==> src/rtl/find_range_if.sv <==
// Handshake and result bus of the find_range search engine.
// master drives the range and start/abort; slave returns status and the best result.
interface find_range_if #(
  parameter int unsigned SEQ_WIDTH   = 8,
  parameter int unsigned E_WIDTH     = 20,
  parameter int unsigned COUNT_WIDTH = 16
);
  logic                   i_start;
  logic                   i_abort;
  logic [SEQ_WIDTH-1:0]   i_first;
  logic [SEQ_WIDTH-1:0]   i_last;
  logic                   o_busy;
  logic                   o_done;
  logic [SEQ_WIDTH-1:0]   o_seq;
  logic [E_WIDTH-1:0]     o_e;
  logic [COUNT_WIDTH-1:0] o_count;

  modport master (
    output i_start, i_abort, i_first, i_last,
    input  o_busy, o_done, o_seq, o_e, o_count
  );

  modport slave (
    input  i_start, i_abort, i_first, i_last,
    output o_busy, o_done, o_seq, o_e, o_count
  );
endinterface

==> src/rtl/find_range.sv <==
// Range search for low-autocorrelation binary sequences, one autocorrelation lag per cycle.
// Define FIND_SYM_SKIP_EN to skip sequences with MSB set (complement symmetry).
module find_range #(
  parameter int unsigned SEQ_WIDTH   = 8,
  parameter int unsigned E_WIDTH     = 20,
  parameter int unsigned COUNT_WIDTH = 16
) (
  input  logic          clk,
  input  logic          rst,
  find_range_if.slave   bus
);

  localparam int unsigned KW  = $clog2(SEQ_WIDTH);
  // Signed lag sum spans -(N-1)..(N-1); two extra bits cover the 2*d term without wrap.
  localparam int unsigned CW  = KW + 2;
  localparam int unsigned SQW = 2 * CW;

  typedef enum logic [1:0] {StIdle, StCalc, StCmp, StDone} state_e;

  state_e                 state_q, state_d;
  logic [SEQ_WIDTH-1:0]   seq_q, last_q, best_seq_q;
  logic [KW-1:0]          k_q;
  logic [E_WIDTH-1:0]     acc_q, best_e_q;
  logic [COUNT_WIDTH-1:0] count_q;

  logic                   accept, abort_eff, last_lag, seq_end;
  logic                   skip_first, skip_next, skip_cur;
  logic [SEQ_WIDTH-1:0]   seq_inc, diff;
  logic [CW-1:0]          d, c_raw, c_mag;
  logic [SQW-1:0]         c_sq;

  // Lag k term: count disagreeing pairs, turn into C_k and square it.
  always_comb begin
    diff = seq_q ^ (seq_q >> k_q);
    d    = '0;
    for (int unsigned i = 0; i < SEQ_WIDTH; i++) begin
      if (i < SEQ_WIDTH - 32'(k_q)) d = d + CW'(diff[i]);
    end
    c_raw = CW'(SEQ_WIDTH) - CW'(k_q) - (d << 1);
    c_mag = c_raw[CW-1] ? (~c_raw + CW'(1)) : c_raw;
    c_sq  = SQW'(c_mag) * SQW'(c_mag);
  end

  always_comb begin
    accept    = (state_q == StIdle) && bus.i_start;
    abort_eff = bus.i_abort && ((state_q == StCalc) || (state_q == StCmp));
    last_lag  = (k_q == KW'(SEQ_WIDTH - 1));
    seq_end   = (seq_q == last_q);
    seq_inc   = seq_q + SEQ_WIDTH'(1);
`ifdef FIND_SYM_SKIP_EN
    skip_first = bus.i_first[SEQ_WIDTH-1];
    skip_next  = seq_inc[SEQ_WIDTH-1];
    skip_cur   = seq_q[SEQ_WIDTH-1];
`else
    skip_first = 1'b0;
    skip_next  = 1'b0;
    skip_cur   = 1'b0;
`endif
  end

  always_ff @(posedge clk or negedge rst) begin
    if (!rst) state_q <= StIdle;
    else      state_q <= state_d;
  end

  always_comb begin
    state_d = state_q;
    unique case (state_q)
      StIdle: begin
        if (bus.i_start) begin
          if (bus.i_first > bus.i_last) state_d = StDone;
          else                          state_d = skip_first ? StCmp : StCalc;
        end
      end
      StCalc: begin
        if (bus.i_abort)   state_d = StIdle;
        else if (last_lag) state_d = StCmp;
      end
      StCmp: begin
        if (bus.i_abort)  state_d = StIdle;
        else if (seq_end) state_d = StDone;
        else              state_d = skip_next ? StCmp : StCalc;
      end
      StDone:  state_d = StIdle;
      default: state_d = StIdle;
    endcase
  end

  always_ff @(posedge clk or negedge rst) begin
    if (!rst) begin
      seq_q      <= '0;
      last_q     <= '0;
      k_q        <= '0;
      acc_q      <= '0;
      best_e_q   <= '1;
      best_seq_q <= '0;
      count_q    <= '0;
    end else if (accept) begin
      seq_q      <= bus.i_first;
      last_q     <= bus.i_last;
      k_q        <= KW'(1);
      acc_q      <= '0;
      best_e_q   <= '1;
      best_seq_q <= '0;
      count_q    <= '0;
    end else if (!abort_eff) begin
      if (state_q == StCalc) begin
        acc_q <= acc_q + E_WIDTH'(c_sq);
        k_q   <= k_q + KW'(1);
      end
      if (state_q == StCmp) begin
        if (!skip_cur) begin
          if (acc_q < best_e_q) begin
            best_e_q   <= acc_q;
            best_seq_q <= seq_q;
            count_q    <= COUNT_WIDTH'(1);
          end else if ((acc_q == best_e_q) && (count_q != '1)) begin
            count_q <= count_q + COUNT_WIDTH'(1);
          end
        end
        // Compare before increment so i_last = all-ones terminates without wrapping.
        if (!seq_end) begin
          seq_q <= seq_inc;
          k_q   <= KW'(1);
          acc_q <= '0;
        end
      end
    end
  end

  always_comb begin
    bus.o_busy  = (state_q != StIdle);
    bus.o_done  = (state_q == StDone);
    bus.o_seq   = best_seq_q;
    bus.o_e     = best_e_q;
    bus.o_count = count_q;
  end

endmodule

==> src/flat_wrapper.sv <==
// flat-port wrapper written by rule: the top's interface ports become plain ports
module find_range_flat 
#(
  parameter int unsigned SEQ_WIDTH   = 8,
  parameter int unsigned E_WIDTH     = 20,
  parameter int unsigned COUNT_WIDTH = 16
)
  (clk, rst, bus_i_start, bus_i_abort, bus_i_first, bus_i_last, bus_o_busy, bus_o_done, bus_o_seq, bus_o_e, bus_o_count);
  find_range_if #(.SEQ_WIDTH(SEQ_WIDTH), .E_WIDTH(E_WIDTH), .COUNT_WIDTH(COUNT_WIDTH)) bus_i ();
  input  logic clk;
  input  logic rst;
  input wire logic [$bits(bus_i.i_start)-1:0] bus_i_start;
  input wire logic [$bits(bus_i.i_abort)-1:0] bus_i_abort;
  input wire logic [$bits(bus_i.i_first)-1:0] bus_i_first;
  input wire logic [$bits(bus_i.i_last)-1:0] bus_i_last;
  output wire logic [$bits(bus_i.o_busy)-1:0] bus_o_busy;
  output wire logic [$bits(bus_i.o_done)-1:0] bus_o_done;
  output wire logic [$bits(bus_i.o_seq)-1:0] bus_o_seq;
  output wire logic [$bits(bus_i.o_e)-1:0] bus_o_e;
  output wire logic [$bits(bus_i.o_count)-1:0] bus_o_count;
  assign bus_i.i_start = bus_i_start;
  assign bus_i.i_abort = bus_i_abort;
  assign bus_i.i_first = bus_i_first;
  assign bus_i.i_last = bus_i_last;
  assign bus_o_busy = bus_i.o_busy;
  assign bus_o_done = bus_i.o_done;
  assign bus_o_seq = bus_i.o_seq;
  assign bus_o_e = bus_i.o_e;
  assign bus_o_count = bus_i.o_count;
  find_range #(.SEQ_WIDTH(SEQ_WIDTH), .E_WIDTH(E_WIDTH), .COUNT_WIDTH(COUNT_WIDTH)) u_core (.clk(clk), .rst(rst), .bus(bus_i));
endmodule
==> config.mk <==
export PLATFORM = sky130hd
export DESIGN_NAME = find_range_flat
export DESIGN_NICKNAME = d
export VERILOG_FILES = /design/src/rtl/find_range_if.sv /design/src/rtl/find_range.sv /design/src/flat_wrapper.sv
export SDC_FILE = /design/constraint.sdc
export NUM_CORES = 1
export LEC_CHECK = 0
export BUFFER_PORTS_ARGS = -buffer_cell sky130_fd_sc_hd__buf_2
export CAP_MARGIN = 20
export CORE_ASPECT_RATIO = 1.25
export CORE_MARGIN = 4
export CORE_UTILIZATION = 35
export CTS_BUF_LIST = sky130_fd_sc_hd__clkbuf_8
export DETAILED_ROUTE_END_ITERATION = 8
export GPL_ROUTABILITY_DRIVEN = 0
export PLACE_DENSITY = 0.6
export SYNTH_ARGS = -nofsm -noshare
export SYNTH_HDL_FRONTEND = slang
export SYNTH_SLANG_ARGS = --single-unit
==> constraint.sdc <==
create_clock -name clk -period 11.1 [get_ports clk]
set_clock_uncertainty 0.05 [all_clocks]
set_input_delay 0 -clock clk [delete_from_list [all_inputs] [get_ports clk]]
set_output_delay 0 -clock clk [all_outputs]
set_load 0.05 [all_outputs]
Word-level counts from Yosys, hierarchy flattened
Index checks and enable logic that the tools add are counted.
{ "classes": {"n_reduce_logical": 13, "add_sub_neg": 15, "mul": 1, "n_mux": 43, "n_bitwise": 2, "shifts": 1, "n_eq_ne": 11, "n_lt_le_gt_ge": 10} }
{ "op_table": {"columns": ["operator", "count"], "rows": [
  ["$mux W20", 9],
  ["$lt A3 B32 Y1 const A", 4],
  ["$mux W16", 5],
  ["$lt A1 B32 Y1 const A", 2],
  ["$lt A2 B32 Y1 const A", 2],
  ["$mux W8", 8],
  ["$mux W4", 6],
  ["$add A20 B10 Y20", 1],
  ["$add A4 B1 Y4", 5],
  ["$eq A20 B20 Y1", 1],
  ["$lt A20 B20 Y1", 1],
  ["$add A16 B1 Y16 const B", 1],
  ["$ne A16 B16 Y1 const B", 1],
  ["$mux W3", 5],
  ["$mux W2", 7],
  ["$mul A5 B5 Y10", 1],
  ["$sub A4 B3 Y5 const A", 2],
  ["$reduce_and A3 Y1", 3],
  ["$add A8 B1 Y8 const B", 1],
  ["$eq A8 B8 Y1", 1],
  ["$gt A8 B8 Y1", 1],
  ["$pmux W2 S4", 1],
  ["$shr A8 B3 Y8", 1],
  ["$xor A8 B8 Y8", 1],
  ["20 further kinds", 26]
]} }
{ "totals": {"inputBits": 20, "reg_bits": 85, "elab_cells": 104, "output_inout_bits": 46} }

Logic depth before layout (Yosys ltp)
{ "depth": {"depth_word": 28, "ltp_mapped": 53, "ltp_nobuf": 50} }

Least setup slack after synthesis
No wires, ideal clock.
{ "synth_path": {"kind": "flip-flop to flip-flop", "startpoint": "register u_core.k_q[0]", "endpoint": "register u_core.acc_q[14]", "setup_slack_ns": 0.233, "required_ns": 10.918, "path_buffers": 4, "arrival_time_ns": 10.686, "stages_incl_launch_ff": 51, "cell_sequence": "dfrtp_1 > buf_4 > buf_1 > inv_1 > ha_1 > nand2b_2 > o21a_1 > buf_6 > o41ai_1 > ha_1 > mux2_2 > ha_1 > nand2_1 > o21ai_1 > ha_1 > mux2i_1 > inv_1 > ha_1 > [15 not listed] > buf_6 > or2_4 > o221a_1 > fa_1 > fa_1 > fa_1 > inv_1 > ha_1 > a21o_1 > a21oi_1 > o21bai_1 > a21oi_1 > o21bai_1 > a21o_1 > a21oi_1 > nor3b_1 > xnor2_1 > nor2_1"} }
{ "synth_via": {"elab_chain_cells": 28} }
{ "synth_lines": {"columns": ["item", "line", "source"], "rows": [
  ["start: declaration", "find_range.sv:22", "logic [KW-1:0] k_q;"],
  ["start signal: assignment", "find_range.sv:109", "k_q <= k_q + KW'(1);"],
  ["$sub A4 B3 Y5 or $shr A8 B3 Y8 (tied branches)", "find_range.sv:37, find_range.sv:39, find_range.sv:34", null],
  ["$lt A1 B32 Y1 or $xor A8 B8 Y8 (tied branches)", "find_range.sv:37, find_range.sv:34", null],
  ["$mux W1", "find_range.sv:37", "if (i < SEQ_WIDTH - 32'(k_q)) d = d + CW'(diff[i]);"],
  ["$add A1 B1 Y2", "find_range.sv:37", null],
  ["$mux W2", "find_range.sv:37", null],
  ["$add A2 B1 Y3", "find_range.sv:37", null],
  ["$mux W4", "find_range.sv:37", null],
  ["$add A4 B1 Y4", "find_range.sv:37", null],
  ["[12 not listed]", null, null],
  ["$mux W5 *", "find_range.sv:40", "c_mag = c_raw[CW-1] ? (~c_raw + CW'(1)) : c_raw;"],
  ["$mul A5 B5 Y10 *", "find_range.sv:41", "c_sq = SQW'(c_mag) * SQW'(c_mag);"],
  ["$add A20 B10 Y20 *", "find_range.sv:108", "acc_q <= acc_q + E_WIDTH'(c_sq);"],
  ["$mux W20 *", "find_range.sv:107", "if (state_q == StCalc) begin"],
  ["$mux W20", "find_range.sv:122", "if (!seq_end) begin"],
  ["$mux W20 *", "find_range.sv:111", "if (state_q == StCmp) begin"],
  ["$mux W20 *", "find_range.sv:106", "end else if (!abort_eff) begin"],
  ["$mux W20 *", "find_range.sv:98", "end else if (accept) begin"],
  ["end signal: assignment", "find_range.sv:108", null],
  ["end: declaration", "find_range.sv:23", "logic [E_WIDTH-1:0] acc_q, best_e_q;"]
]} }
Mark *: on every way between the ends. The rest lies on a longest branch, timed or not. The select of a mux whose other input is x is not followed.
A chain may end at the register's enable or synchronous reset.

Final worst setup path
{ "layout_path": {"startpoint": "register u_core.k_q[0]", "endpoint": "register u_core.acc_q[13]"} }
Same word-level chain as after synthesis.

==> impl_metrics.tcl <==
set metrics [dict create \
    outcome "completed" \
    netlist_top_cells_count "nand2_1 (95), ha_1 (80), dfrtp_1 (65), inv_1 (61), a21oi_1 (60)" \
    ys_ff_latch 85 \
    endpoint_kind "flip-flop" \
    num-nets-final 992 \
    met1_usage 0.1924 \
    drcViolationCount 0 \
    synth_area_mm2 0.006952 \
    slowest_delay_ns 0.54 \
    first_pass_iters 4 \
    crit_fanout 8 \
    yosysMostFrequentCell "nand2_1" \
    dpl-instance-area_mm2 0.007619 \
    grt.met2_usage 0.2701 \
    fp-row-count 57 \
    worstMarginPinSlew_ns 0.8661 \
    root_buffer "clkbuf_8" \
    syn_to_final_growth_pct 17.73 \
    drt-initial-drc-count 256 \
    synth_edf_count 0 \
    start_kind "flip-flop" \
    hold_viol_final 0 \
    drt-total-wl_um 16920 \
    ys_top_cells_by_area "dfrtp_1 (23%), ha_1 (14%), dfstp_2 (7.6%)" \
    cts_sinks 85 \
    grt.busiest_layer "met2" \
    fin_crit_ns 10.62 \
    max_clock_freq_mhz 94.16 \
    avgSynthCellArea_um2 8.711 \
    synth_top_area_share 0.2340 \
    ys_types 69 \
    grt_pass1_wl_um 27900 \
    cp.arrival_ns 10.82 \
    die_h_um 165.6 \
    antenna_found_initial 0 \
    netlist_instances 798 \
    maxCapViolCount 0 \
    ys_warn_count 0 \
    clk_pin_slew_ns 0.09 \
    yosys.area.top_type "dfrtp_1" \
    drv_slew 0 \
    post-dp-hpwl_um 12830 \
    grt_usage 0.1524 \
    met3_usage 0.02212 \
    finalCritPeriodShare 0.9568 \
    cts_made_buffers 9 \
    path_class "flip-flop to flip-flop" \
    seq_area_frac_synth 0.3096 \
    fillers 1894 \
    worstSkewPairLatency_ns 0.37 \
    cpMostUsedCell "ha_1" \
    core_mm2 0.01947 \
    die_w_um 134.1 \
    ios 66 \
    drive_above_1_share 0.1889 \
    cts_tree "yes" \
    cp.required_ns 11.30 \
    start_util 0.3570 \
    antenna-diode-count 0 \
    grt_pass1_vias 5709 \
    synth_flop_cell "dfrtp_1" \
    final_antenna_net_count 0 \
    fin_area_mm2 0.008184 \
    min_path_type "primary input to flip-flop" \
    slowest_stage "fa_1" \
    post_drt_wl_per_cell_um 14.73 \
    synthArstFlopShare 1.000 \
    clock_path_buffers 2 \
    h-tree-depth 3 \
    syn_nets 910 \
    setup_viol 0 \
    vias 5840 \
    drt-vias-per-instance 5.083 \
    max_slew_margin 0.4226 \
    grt_overflow 0 \
    io_buffers 65 \
    grt_max_degree 56 \
    die_area_mm2 0.02219 \
]
-- critical path: cells and delay by family (launching register included) --
kind / cells / cell delay (ns)
adders and majority gates: 13 / 4.34
AOI/OAI and AO/OA: 17 / 2.41
muxes: 5 / 1.44
and+or+nand+nor: 7 / 1.22
DFF: 1 / 0.49
xor gates and xnor gates: 3 / 0.40
buffers and inverters: 2 / 0.15
-- logic make-up after synthesis --
kind of cell               after synthesis  synth area share
AOI/OAI and AO/OA                      186            0.1643
buffers and inverters                   99           0.05670
and+or+nand+nor                        262            0.1838
muxes                                   20           0.03366
adders and majority gates               92            0.1785
other                                    1         0.0005394
DFF                                     85            0.3096
xor gates and xnor gates                53           0.07289
-- worst paths after layout --
path | from | endpoint | slack (ns) | cells after the start
hold / removal | bus_i_start | u_core.state_q[1] | 0.04 | 4
hold reg to reg | u_core.bus.o_e[4] | u_core.bus.o_e[4] | 0.45 | 2
max in group asynchronous | rst | u_core.seq_q[3] | 9.87 | 3
setup reg to reg | u_core.k_q[0] | u_core.acc_q[13] | 0.48 | 47
min in group asynchronous | rst | u_core.acc_q[6] | 0.06 | 2
setup / recovery | u_core.k_q[0] | u_core.acc_q[13] | 0.48 | 47
-- placed cells by master, fill, tap and decap left out, types with 12 or more instances in the layout --
cell type | synthesis | final
nand4_1 | 14 | 14
nand3_1 | 22 | 22
dfstp_2 | 20 | 20
fa_1 | 12 | 12
xor2_1 | 19 | 18
a21oi_1 | 60 | 53
nor3_1 | 31 | 31
ha_1 | 80 | 78
o21ai_0 | 51 | 48
dfrtp_1 | 65 | 63
nand2_1 | 95 | 95
inv_1 | 61 | 60
xnor2_1 | 31 | 31
buf_4 | 1 | 26
nor2_1 | 34 | 33
and3_1 | 12 | 12
buf_2 | 3 | 64
dlygate4sd3_1 | 0 | 18
-- cell type report --
cell class	instances	area, um^2	area share
clock buffer	9	123.9	0.01514
clock inverter	6	133.9	0.01636
inverter	62	232.7	0.02844
multi-input combinational	614	4512	0.5513
sequential	85	2155	0.2633
tap	265	331.6	0.04051
timing repair buffer	108	695.7	0.08500
-- through the flow --
stage	hold slack, ns	setup TNS [ns]	utilization	setup WS [ns]	instances
finish	0.03634	0	0.4203	0.4796	1149
global route	0.07006	-0.1721	0.4203	-0.06364	1149
CTS	0.01822	0	0.4138	0.04583	1146
detailed placement	-0.08690	0	0.3913	0.1220	1113
global placement	-0.08870	0	0.3913	0.3089	1113
floorplan	-0.3456	0	-	0.2325	798
-- flip-flops by register name, summed over array words and instances, names as in the netlist --
name                cells
u_core.bus.o_e         20
u_core.last_q           8
u_core.k_q              3
u_core.state_q          2
u_core.bus.o_seq        8
u_core.acc_q           20
u_core.seq_q            8
u_core.bus.o_count     16
-- metal layers --
layer	vias up	routed length [um]	share of wire
met5	-	0	0
met4	0	270	0.016
met3	17	439	0.026
met2	83	8566	0.51
met1	2791	7645	0.45
li1	2949	-	-
-- what timing repair did --
action	4_1_cts	5_1_grt
buffers inserted	0	3
hold buffers	18	0
resized for setup	0	28
endpoints found under the hold margin	47	0
endpoints found under the setup margin	0	12
Power is left out: the tool's default activity adds up to more than one toggle a clock period on the data nets, which glitch-free logic cannot reach.
